[config.mk]
export PLATFORM = sky130hd
export DESIGN_NAME = calc_seq_top
export DESIGN_NICKNAME = d
export VERILOG_FILES = /design/src/rtl/calc_seq_top.sv
export SDC_FILE = /design/constraint.sdc
export NUM_CORES = 1
export LEC_CHECK = 0
export ABC_AREA = 1
export BUFFER_PORTS_ARGS = -buffer_cell sky130_fd_sc_hd__buf_4
export CAP_MARGIN = 20
export CORE_ASPECT_RATIO = 1.2
export CORE_MARGIN = 2
export CORE_UTILIZATION = 40
export DETAILED_ROUTE_END_ITERATION = 10
export PLACE_DENSITY = 0.69
export RECOVER_POWER = 50
export SLEW_MARGIN = 20
export SYNTH_ARGS = -nofsm -noshare
export SYNTH_HDL_FRONTEND = slang
export SYNTH_SLANG_ARGS = --single-unit
[constraint.sdc]
create_clock -name clk -period 5.3 [get_ports clk]
set_clock_uncertainty 0.2 [all_clocks]
set_input_delay 1.06 -clock clk [delete_from_list [all_inputs] [get_ports clk]]
set_output_delay 1.06 -clock clk [all_outputs]
set_load 0.01 [all_outputs]
[src/rtl/calc_seq_top.sv]
// calc_seq_top: sequential signed calculator with 7-segment readout.
//
// A start in IDLE latches a, b and the operation. EXEC computes the result
// (one cycle for add/sub/mul, WIDTH cycles of restoring division for div).
// CONV then runs 2*WIDTH cycles of double-dabble on |result|, |a| and |b|
// in parallel. The displayed registers update together on the CONV->DONE
// edge, so a reset mid-calculation leaves no partial update.
//
// Ports:
//   clk, rst_n  clock (rising edge), async active-low reset
//   a, b        signed operands (WIDTH bits)
//   func        [1:0] op (add/sub/mul/div), [2] display select (1 = operands)
//   start       request a calculation (sampled in IDLE only)
//   out         result, or {a_lat, b_lat} when func[2]=1
//   segs        active-low 7-segment patterns, bit 7i+j = segment j of HEX i
//   err         divide-by-zero flag of the last completed operation
//   busy        calculation in progress (EXEC, CONV, DONE)
//   done        one-cycle completion pulse
module calc_seq_top #(
  parameter int unsigned WIDTH  = 6,
  parameter int unsigned N_SEGS = 8
) (
  input  logic                  clk,
  input  logic                  rst_n,
  input  logic [WIDTH-1:0]      a,
  input  logic [WIDTH-1:0]      b,
  input  logic [2:0]            func,
  input  logic                  start,
  output logic [2*WIDTH-1:0]    out,
  output logic [7*N_SEGS-1:0]   segs,
  output logic                  err,
  output logic                  busy,
  output logic                  done
);

  function automatic int unsigned dec_digits(input int unsigned p);
    longint unsigned v;
    int unsigned     n;
    v = 64'd1 << p;
    n = 1;
    while (v >= 64'd10) begin
      v = v / 64'd10;
      n = n + 1;
    end
    return n;
  endfunction

  localparam int unsigned RD = dec_digits(2 * WIDTH - 1);
  localparam int unsigned OD = dec_digits(WIDTH - 1);
  localparam int unsigned RW = 2 * WIDTH;
  localparam int unsigned BW = 4 * RD;
  localparam int unsigned OW = 4 * OD;
  localparam int unsigned CW = $clog2(RW);

  if ((RD + 1 > N_SEGS) || (OD + 1 > N_SEGS / 2)) begin : g_bad_params
    $error("calc_seq_top: N_SEGS too small for WIDTH");
  end

  localparam logic [CW-1:0] CntDivLast  = CW'(WIDTH - 1);
  localparam logic [CW-1:0] CntConvLast = CW'(RW - 1);
  localparam logic [1:0]    OpDiv       = 2'b11;
  localparam logic [6:0]    SegBlank    = 7'b1111111;
  localparam logic [6:0]    SegMinus    = 7'b0111111;

  typedef enum logic [1:0] {StIdle, StExec, StConv, StDone} state_e;

  state_e state_q, state_d;
  logic   exec_last, conv_last;

  logic [CW-1:0]    cnt_q;
  logic [WIDTH-1:0] a_lat, b_lat;
  logic [1:0]       op_q;
  logic [WIDTH-1:0] div_q_q, div_r_q;
  logic [RW-1:0]    res_work_q;
  logic             err_work_q;
  logic [RW-1:0]    res_bin_q, a_bin_q, b_bin_q;
  logic [BW-1:0]    res_dd_q, res_bcd_q;
  logic [OW-1:0]    a_dd_q, b_dd_q, a_bcd_q, b_bcd_q;
  logic [RW-1:0]    result_q;
  logic             err_q, res_neg_q, a_neg_q, b_neg_q, shown_q;

  function automatic logic [WIDTH-1:0] mag_w(input logic [WIDTH-1:0] v);
    return v[WIDTH-1] ? -v : v;
  endfunction

  // Unsigned magnitude; the most negative value maps to 2^(RW-1) correctly.
  function automatic logic [RW-1:0] mag_2w(input logic [RW-1:0] v);
    return v[RW-1] ? -v : v;
  endfunction

  function automatic logic [BW-1:0] dd_res(input logic [BW-1:0] d, input logic bit_in);
    logic [BW-1:0] t;
    t = d;
    for (int i = 0; i < int'(RD); i++) begin
      if (t[4*i +: 4] >= 4'd5) t[4*i +: 4] = t[4*i +: 4] + 4'd3;
    end
    return {t[BW-2:0], bit_in};
  endfunction

  function automatic logic [OW-1:0] dd_op(input logic [OW-1:0] d, input logic bit_in);
    logic [OW-1:0] t;
    t = d;
    for (int i = 0; i < int'(OD); i++) begin
      if (t[4*i +: 4] >= 4'd5) t[4*i +: 4] = t[4*i +: 4] + 4'd3;
    end
    return {t[OW-2:0], bit_in};
  endfunction

  function automatic logic [6:0] seg7(input logic [3:0] d);
    case (d)
      4'd0:    return 7'b1000000;
      4'd1:    return 7'b1111001;
      4'd2:    return 7'b0100100;
      4'd3:    return 7'b0110000;
      4'd4:    return 7'b0011001;
      4'd5:    return 7'b0010010;
      4'd6:    return 7'b0000010;
      4'd7:    return 7'b1111000;
      4'd8:    return 7'b0000000;
      4'd9:    return 7'b0010000;
      default: return SegBlank;
    endcase
  endfunction

  // Restoring division step on magnitudes; div_q_q starts as |a| and
  // accumulates quotient bits from the right.
  logic [WIDTH-1:0] b_mag;
  logic [WIDTH:0]   div_r_shift, div_diff;
  logic             div_ge;
  logic [WIDTH-1:0] div_r_next, div_q_next;

  always_comb begin
    b_mag       = mag_w(b_lat);
    div_r_shift = {div_r_q, div_q_q[WIDTH-1]};
    div_diff    = div_r_shift - {1'b0, b_mag};
    div_ge      = !div_diff[WIDTH];
    div_r_next  = div_ge ? div_diff[WIDTH-1:0] : div_r_shift[WIDTH-1:0];
    div_q_next  = {div_q_q[WIDTH-2:0], div_ge};
  end

  logic [RW-1:0] a_ext, b_ext, q_ext, exec_res;
  logic          exec_err;

  always_comb begin
    a_ext    = {{WIDTH{a_lat[WIDTH-1]}}, a_lat};
    b_ext    = {{WIDTH{b_lat[WIDTH-1]}}, b_lat};
    q_ext    = {{WIDTH{1'b0}}, div_q_next};
    exec_err = 1'b0;
    case (op_q)
      2'b00:   exec_res = a_ext + b_ext;
      2'b01:   exec_res = a_ext - b_ext;
      2'b10:   exec_res = a_ext * b_ext;
      default: begin
        if (b_lat == '0) begin
          exec_res = '0;
          exec_err = 1'b1;
        end else begin
          exec_res = (a_lat[WIDTH-1] ^ b_lat[WIDTH-1]) ? -q_ext : q_ext;
        end
      end
    endcase
  end

  logic [BW-1:0] res_dd_next;
  logic [OW-1:0] a_dd_next, b_dd_next;

  always_comb begin
    res_dd_next = dd_res(res_dd_q, res_bin_q[RW-1]);
    a_dd_next   = dd_op(a_dd_q, a_bin_q[RW-1]);
    b_dd_next   = dd_op(b_dd_q, b_bin_q[RW-1]);
  end

  always_ff @(posedge clk or negedge rst_n) begin
    if (!rst_n) state_q <= StIdle;
    else        state_q <= state_d;
  end

  always_comb begin
    state_d   = state_q;
    exec_last = 1'b0;
    conv_last = 1'b0;
    case (state_q)
      StIdle: if (start) state_d = StExec;
      StExec: begin
        if (op_q != OpDiv || cnt_q == CntDivLast) begin
          exec_last = 1'b1;
          state_d   = StConv;
        end
      end
      StConv: begin
        if (cnt_q == CntConvLast) begin
          conv_last = 1'b1;
          state_d   = StDone;
        end
      end
      StDone:  state_d = StIdle;
      default: state_d = StIdle;
    endcase
  end

  always_ff @(posedge clk or negedge rst_n) begin
    if (!rst_n) begin
      cnt_q      <= '0;
      a_lat      <= '0;
      b_lat      <= '0;
      op_q       <= '0;
      div_q_q    <= '0;
      div_r_q    <= '0;
      res_work_q <= '0;
      err_work_q <= 1'b0;
      res_bin_q  <= '0;
      a_bin_q    <= '0;
      b_bin_q    <= '0;
      res_dd_q   <= '0;
      a_dd_q     <= '0;
      b_dd_q     <= '0;
      res_bcd_q  <= '0;
      a_bcd_q    <= '0;
      b_bcd_q    <= '0;
      result_q   <= '0;
      err_q      <= 1'b0;
      res_neg_q  <= 1'b0;
      a_neg_q    <= 1'b0;
      b_neg_q    <= 1'b0;
      shown_q    <= 1'b0;
    end else begin
      case (state_q)
        StIdle: begin
          if (start) begin
            a_lat   <= a;
            b_lat   <= b;
            op_q    <= func[1:0];
            div_q_q <= mag_w(a);
            div_r_q <= '0;
            cnt_q   <= '0;
          end
        end
        StExec: begin
          if (op_q == OpDiv) begin
            div_q_q <= div_q_next;
            div_r_q <= div_r_next;
            cnt_q   <= cnt_q + CW'(1);
          end
          if (exec_last) begin
            res_work_q <= exec_res;
            err_work_q <= exec_err;
            res_bin_q  <= mag_2w(exec_res);
            a_bin_q    <= {{WIDTH{1'b0}}, mag_w(a_lat)};
            b_bin_q    <= {{WIDTH{1'b0}}, b_mag};
            res_dd_q   <= '0;
            a_dd_q     <= '0;
            b_dd_q     <= '0;
            cnt_q      <= '0;
          end
        end
        StConv: begin
          res_bin_q <= res_bin_q << 1;
          a_bin_q   <= a_bin_q << 1;
          b_bin_q   <= b_bin_q << 1;
          res_dd_q  <= res_dd_next;
          a_dd_q    <= a_dd_next;
          b_dd_q    <= b_dd_next;
          cnt_q     <= cnt_q + CW'(1);
          if (conv_last) begin
            result_q  <= res_work_q;
            err_q     <= err_work_q;
            res_bcd_q <= res_dd_next;
            a_bcd_q   <= a_dd_next;
            b_bcd_q   <= b_dd_next;
            res_neg_q <= res_work_q[RW-1];
            a_neg_q   <= a_lat[WIDTH-1];
            b_neg_q   <= b_lat[WIDTH-1];
            shown_q   <= 1'b1;
          end
        end
        default: ;
      endcase
    end
  end

  assign busy = (state_q != StIdle);
  assign done = (state_q == StDone);
  assign err  = err_q;
  assign out  = func[2] ? {a_lat, b_lat} : result_q;

  for (genvar i = 0; i < N_SEGS; i++) begin : g_hex
    logic [6:0] res_pat, op_pat;

    if (i < RD) begin : g_res_dig
      assign res_pat = seg7(res_bcd_q[4*i +: 4]);
    end else if (i == RD) begin : g_res_sign
      assign res_pat = res_neg_q ? SegMinus : SegBlank;
    end else begin : g_res_blank
      assign res_pat = SegBlank;
    end

    if (i < OD) begin : g_b_dig
      assign op_pat = seg7(b_bcd_q[4*i +: 4]);
    end else if (i == OD) begin : g_b_sign
      assign op_pat = b_neg_q ? SegMinus : SegBlank;
    end else if (i >= N_SEGS / 2 && i < N_SEGS / 2 + OD) begin : g_a_dig
      assign op_pat = seg7(a_bcd_q[4*(i-N_SEGS/2) +: 4]);
    end else if (i == N_SEGS / 2 + OD) begin : g_a_sign
      assign op_pat = a_neg_q ? SegMinus : SegBlank;
    end else begin : g_op_blank
      assign op_pat = SegBlank;
    end

    assign segs[7*i +: 7] = !shown_q ? SegBlank : (func[2] ? op_pat : res_pat);
  end

endmodule

==> impl_metrics.prom <==
# TYPE chip_impl_metric gauge
chip_impl_info{name="synth.cells.most_frequent",value="nand2_1, inv_1, o21ai_0, dfrtp_1, ha_1"} 1
chip_impl_metric{name="critPathArrivalTime",unit="ns"} 5.09
chip_impl_metric{name="first_iter_violations",unit=""} 650
chip_impl_metric{name="synth_mux_area_frac",unit=""} 0.0008367
chip_impl_metric{name="cts_repair_resize_count",unit=""} 0
chip_impl_metric{name="ys_types",unit=""} 48
chip_impl_metric{name="boundaryPins",unit=""} 89
chip_impl_metric{name="htree_levels",unit=""} 4
chip_impl_metric{name="clockPowerShare",unit=""} 0.135
chip_impl_metric{name="finalSetupViolations",unit=""} 0
chip_impl_metric{name="routed_via_density",unit=""} 5.148
chip_impl_metric{name="drc",unit=""} 0
chip_impl_info{name="synth.top_cells.by_area",value="dfrtp_1, ha_1, nand2_1"} 1
chip_impl_metric{name="n_antenna_cell",unit=""} 0
chip_impl_metric{name="total_track_usage",unit=""} 0.1986
chip_impl_metric{name="worst_ep_required_time",unit="ns"} 5.44
chip_impl_metric{name="port-buffer-count",unit=""} 75
chip_impl_info{name="cp_common_cell",value="nand2_1"} 1
chip_impl_metric{name="critical_path.max_fanout",unit=""} 7
chip_impl_metric{name="synth_seq_cells",unit=""} 161
chip_impl_metric{name="number_of_max_slew_violations_in_the_final_report",unit=""} 104
chip_impl_metric{name="sequential_element_share_of_the_synthesized_area",unit=""} 0.3368
chip_impl_info{name="clock-root-buffer",value="clkbuf_16"} 1
chip_impl_info{name="timing.critical_path.from_type",value="flip-flop"} 1
chip_impl_info{name="timing.critical_path.cells",value="inv_2, nand2_1, fa_1, fa_1, inv_1, fa_1, fa_1, inv_1, fa_1, inv_1, nand3_1, nand2_1, nand2_1, nand2_1, nand2_1, nand2_1, nand2_1, nand3_1, nand3_1, nor2_1, nand2_1, nor3_1, nand3_1, o211ai_1"} 1
chip_impl_metric{name="cp.buffers_inverters",unit=""} 4
chip_impl_metric{name="post_cts_hold_buffer_count",unit=""} 0
chip_impl_metric{name="tritoncts.num_buffers",unit=""} 17
chip_impl_info{name="synthDominantAreaCellType",value="dfrtp_1"} 1
chip_impl_metric{name="cts.repair_timing.setup_buffer_count",unit=""} 0
chip_impl_metric{name="worst_skew_pair.late_latency",unit="ns"} 0.43
chip_impl_info{name="run_status",value="finished, violations left"} 1
chip_impl_metric{name="number_of_enable_flip_flop_cells_after_synthesis",unit=""} 0
chip_impl_metric{name="post_route_cells_drive_above_1_share",unit=""} 0.1079
chip_impl_metric{name="power_density_of_the_placed_cells",unit="mW/mm²"} 691.4
chip_impl_metric{name="internal",unit="mW"} 4.448
chip_impl_metric{name="total_via_count_after_detailed_routing",unit=""} 10550
chip_impl_metric{name="detailed_place_hpwl",unit="µm"} 22540
chip_impl_info{name="min-delay-path-class",value="flip-flop to flip-flop"} 1
chip_impl_metric{name="placeableCoreArea",unit="mm²"} 0.02953
chip_impl_info{name="synth_most_common_cell",value="nand2_1"} 1
chip_impl_info{name="synth_top_flop_cell",value="dfrtp_1"} 1
chip_impl_metric{name="xor_xnor_portion_of_the_synthesized_cell_area",unit=""} 0.01977
chip_impl_metric{name="synth-warning-count",unit=""} 0
chip_impl_metric{name="cts.clk_slew.worst_paths",unit="ns"} 0.07
chip_impl_metric{name="final_hold_viol_count",unit=""} 0
chip_impl_metric{name="final_core_utilization",unit=""} 0.4567
chip_impl_metric{name="crit_share_post_route",unit=""} 0.9341
chip_impl_metric{name="route.antenna.remaining_nets",unit=""} 0
chip_impl_metric{name="synthAdderAreaFrac",unit=""} 0.1615
chip_impl_metric{name="p_seq_frac",unit=""} 0.201
chip_impl_metric{name="detailedPlace.worstSlack",unit="ns"} 0.3418
chip_impl_metric{name="globalRoute.totalOverflow",unit=""} 0
chip_impl_metric{name="post_synth_and_or_nand_nor_area_fraction",unit=""} 0.2212
chip_impl_metric{name="net-switching-power",unit="mW"} 4.875
chip_impl_metric{name="flow.area_growth_from_synthesis",unit="%"} 12.72
chip_impl_metric{name="chipHeight",unit="µm"} 193.4
chip_impl_metric{name="cts-root-to-sink-buffers",unit=""} 2
chip_impl_metric{name="drt_first_pass_iters",unit=""} 5
chip_impl_metric{name="clock_sink_count",unit=""} 161
chip_impl_metric{name="grt_start_max_net_pins",unit=""} 104
chip_impl_metric{name="post_synth_instance_area",unit="mm²"} 0.01196
chip_impl_metric{name="vdd_ir_drop_max",unit="mV"} 0.3639
chip_impl_metric{name="transition_at_the_pin_with_the_smallest_max_transition_slack",unit="ns"} 2.670
chip_impl_metric{name="via_count_of_the_first_global_routing_pass",unit=""} 10550
chip_impl_metric{name="finish.net_count",unit=""} 1801
chip_impl_info{name="cts_tree",value="yes"} 1
chip_impl_metric{name="grt_antenna_before_repair",unit=""} 0
chip_impl_metric{name="synthesis.instances",unit=""} 1584
chip_impl_metric{name="placement_rows",unit=""} 69
chip_impl_metric{name="finalCriticalPeriod",unit="ns"} 4.951
chip_impl_metric{name="die_width",unit="µm"} 161.9
chip_impl_metric{name="synth_async_sr_flop_share",unit=""} 1.000
chip_impl_metric{name="post-synth-top-area-fraction",unit=""} 0.3368
chip_impl_info{name="endpoint_kind",value="flip-flop"} 1
chip_impl_info{name="cp_delay_by_family_top",value="adder cells"} 1
chip_impl_metric{name="gp_congestion",unit=""} 0.9105
chip_impl_metric{name="netSwitchingFraction",unit=""} 0.5229
chip_impl_metric{name="routedWlPerCell",unit="µm"} 14.69
chip_impl_metric{name="grt_first_pass_wirelength",unit="µm"} 50840
chip_impl_metric{name="mean_area_per_synthesized_cell",unit="µm²"} 7.552
chip_impl_info{name="synth_top_family_by_area",value="simple AND/OR/NAND/NOR gates"} 1
chip_impl_info{name="critical-path-slowest-cell",value="fa_1"} 1
chip_impl_metric{name="max-slew-margin-rel",unit=""} -0.7802
chip_impl_metric{name="fp.dieArea",unit="mm²"} 0.03131
chip_impl_metric{name="power.combinational.fraction",unit=""} 0.664
chip_impl_metric{name="cellLeakagePower",unit="nW"} 6.611
chip_impl_metric{name="finalWirelength",unit="µm"} 30090
chip_impl_info{name="grt_setup_unrepaired",value="false"} 1
chip_impl_metric{name="initial_utilization",unit=""} 0.4052
chip_impl_metric{name="post-route-worst-setup-slack",unit="ns"} 0.3492
chip_impl_info{name="worstSetupPathType",value="flip-flop to flip-flop"} 1
chip_impl_info{name="failed_checks",value="capacitance limit, slew limit"} 1
chip_impl_metric{name="cap_violations",unit=""} 1
chip_impl_metric{name="timing.critical_path.slowest_cell_delay",unit="ns"} 0.57
chip_impl_metric{name="synth_area_in_compound_gates",unit=""} 0.1575
chip_impl_metric{name="setup-tns-final",unit="ns"} 0
chip_impl_metric{name="achievable-frequency",unit="MHz"} 202.0
metal layers:
metal,routed length [µm],part of all wire,up-vias,GRT usage
li1,-,-,5242,-
met1,13410,0.45,4981,0.2530
met2,14380,0.48,264,0.3360
met3,1302,0.043,61,0.02873
met4,1000,0.033,0,0.08358
met5,0,0,-,0
power by group through the flow:
stage / Sequential, mW / Clock (mW) / Combinational, mW
floorplan: 1.79 / 0 / 4.79
global placement: 1.88 / 0 / 6.00
detailed placement: 1.89 / 0 / 6.13
CTS: 1.87 / 1.28 / 6.17
global route: 1.92 / 1.34 / 7.10
finish: 1.88 / 1.26 / 6.19
registers in the layout, indices dropped and copies added, names as in the netlist, 2 cells and up:
name / count
a_bin_q: 12
b_bcd_q: 8
div_q_q: 6
b_lat: 6
res_work_q: 12
a_dd_q: 8
b_dd_q: 8
div_r_q: 6
a_lat: 6
res_bcd_q: 16
cnt_q: 4
a_bcd_q: 8
res_bin_q: 12
result_q: 12
b_bin_q: 12
state_q: 2
op_q: 2
res_dd_q: 16
layout make-up:
type	instances	area, µm²
clock buffer	18	439.2
clock inverter	14	165.2
fill	2945	16040
inverter	239	902.1
multi-input combinational	1134	6777
sequential	161	4031
tap	390	488.0
timing repair buffer	93	681.9
placed cells by master, fill, tap and decap left out, drive strengths merged, types with 3 or more instances in the layout:
cell    synthesis  final
a211oi          4      4
a21oi          59     59
a31oi          10     10
buf            24     88
clkbuf         38     23
clkinv          3      8
conb            1     13
dfrtp         161    161
fa             29     29
ha            108    108
inv           236    243
nand2         364    364
nand3         100    100
nand4          11     11
nor2          104    104
nor3           11     11
o211ai         12     12
o21ai         212    212
o221ai          3      3
o22ai          33     33
o31ai           3      3
or2            17     17
xnor2           5      5
xor2           22     22
path summary, 6_finish.rpt:
| kind | start | end | slack (ns) | cells past startpoint |
|---|---|---|---|---|
| max | a_lat[0] | res_bin_q[11] | 0.35 | 24 |
| min | result_q[10] | result_q[10] | 0.28 | 2 |
| max reg2reg | a_lat[0] | res_bin_q[11] | 0.35 | 24 |
| min reg2reg | result_q[10] | result_q[10] | 0.28 | 2 |
| max in group asynchronous | rst_n | res_dd_q[5] | 1.07 | 2 |
| min in group asynchronous | rst_n | div_r_q[1] | 1.28 | 1 |
through the flow:
step | hold WS [ns] | area (µm²) | instances | power, mW
floorplan | 0.2422 | 12010 | 1596 | 6.585
global placement | 0.2583 | 12900 | 2017 | 7.875
detailed placement | 0.2629 | 12900 | 2017 | 8.016
CTS | 0.2791 | 13510 | 2049 | 9.323
global route | 0.3084 | 13480 | 2049 | 10.37
finish | 0.2767 | 13480 | 2049 | 9.323
logic make-up (layout without fill, tap and decap cells):
group           Yosys count  in the layout
mux                       1              1
simple gates            610            610
compound gates          346            346
xor+xnor                 27             27
other cells               1             13
fa+ha+maj               137            137
buf+inv                 301            364
flops                   161            161
worst reg2reg max path, delay by kind of cell (launching register included):
| family | cells | cell delay, ns |
|---|---|---|
| compound gates | 1 | 0.09 |
| fa+ha+maj | 5 | 2.56 |
| buf+inv | 4 | 0.35 |
| flops | 1 | 0.45 |
| simple gates | 14 | 1.21 |
Power figures use the tool's default switching activity.
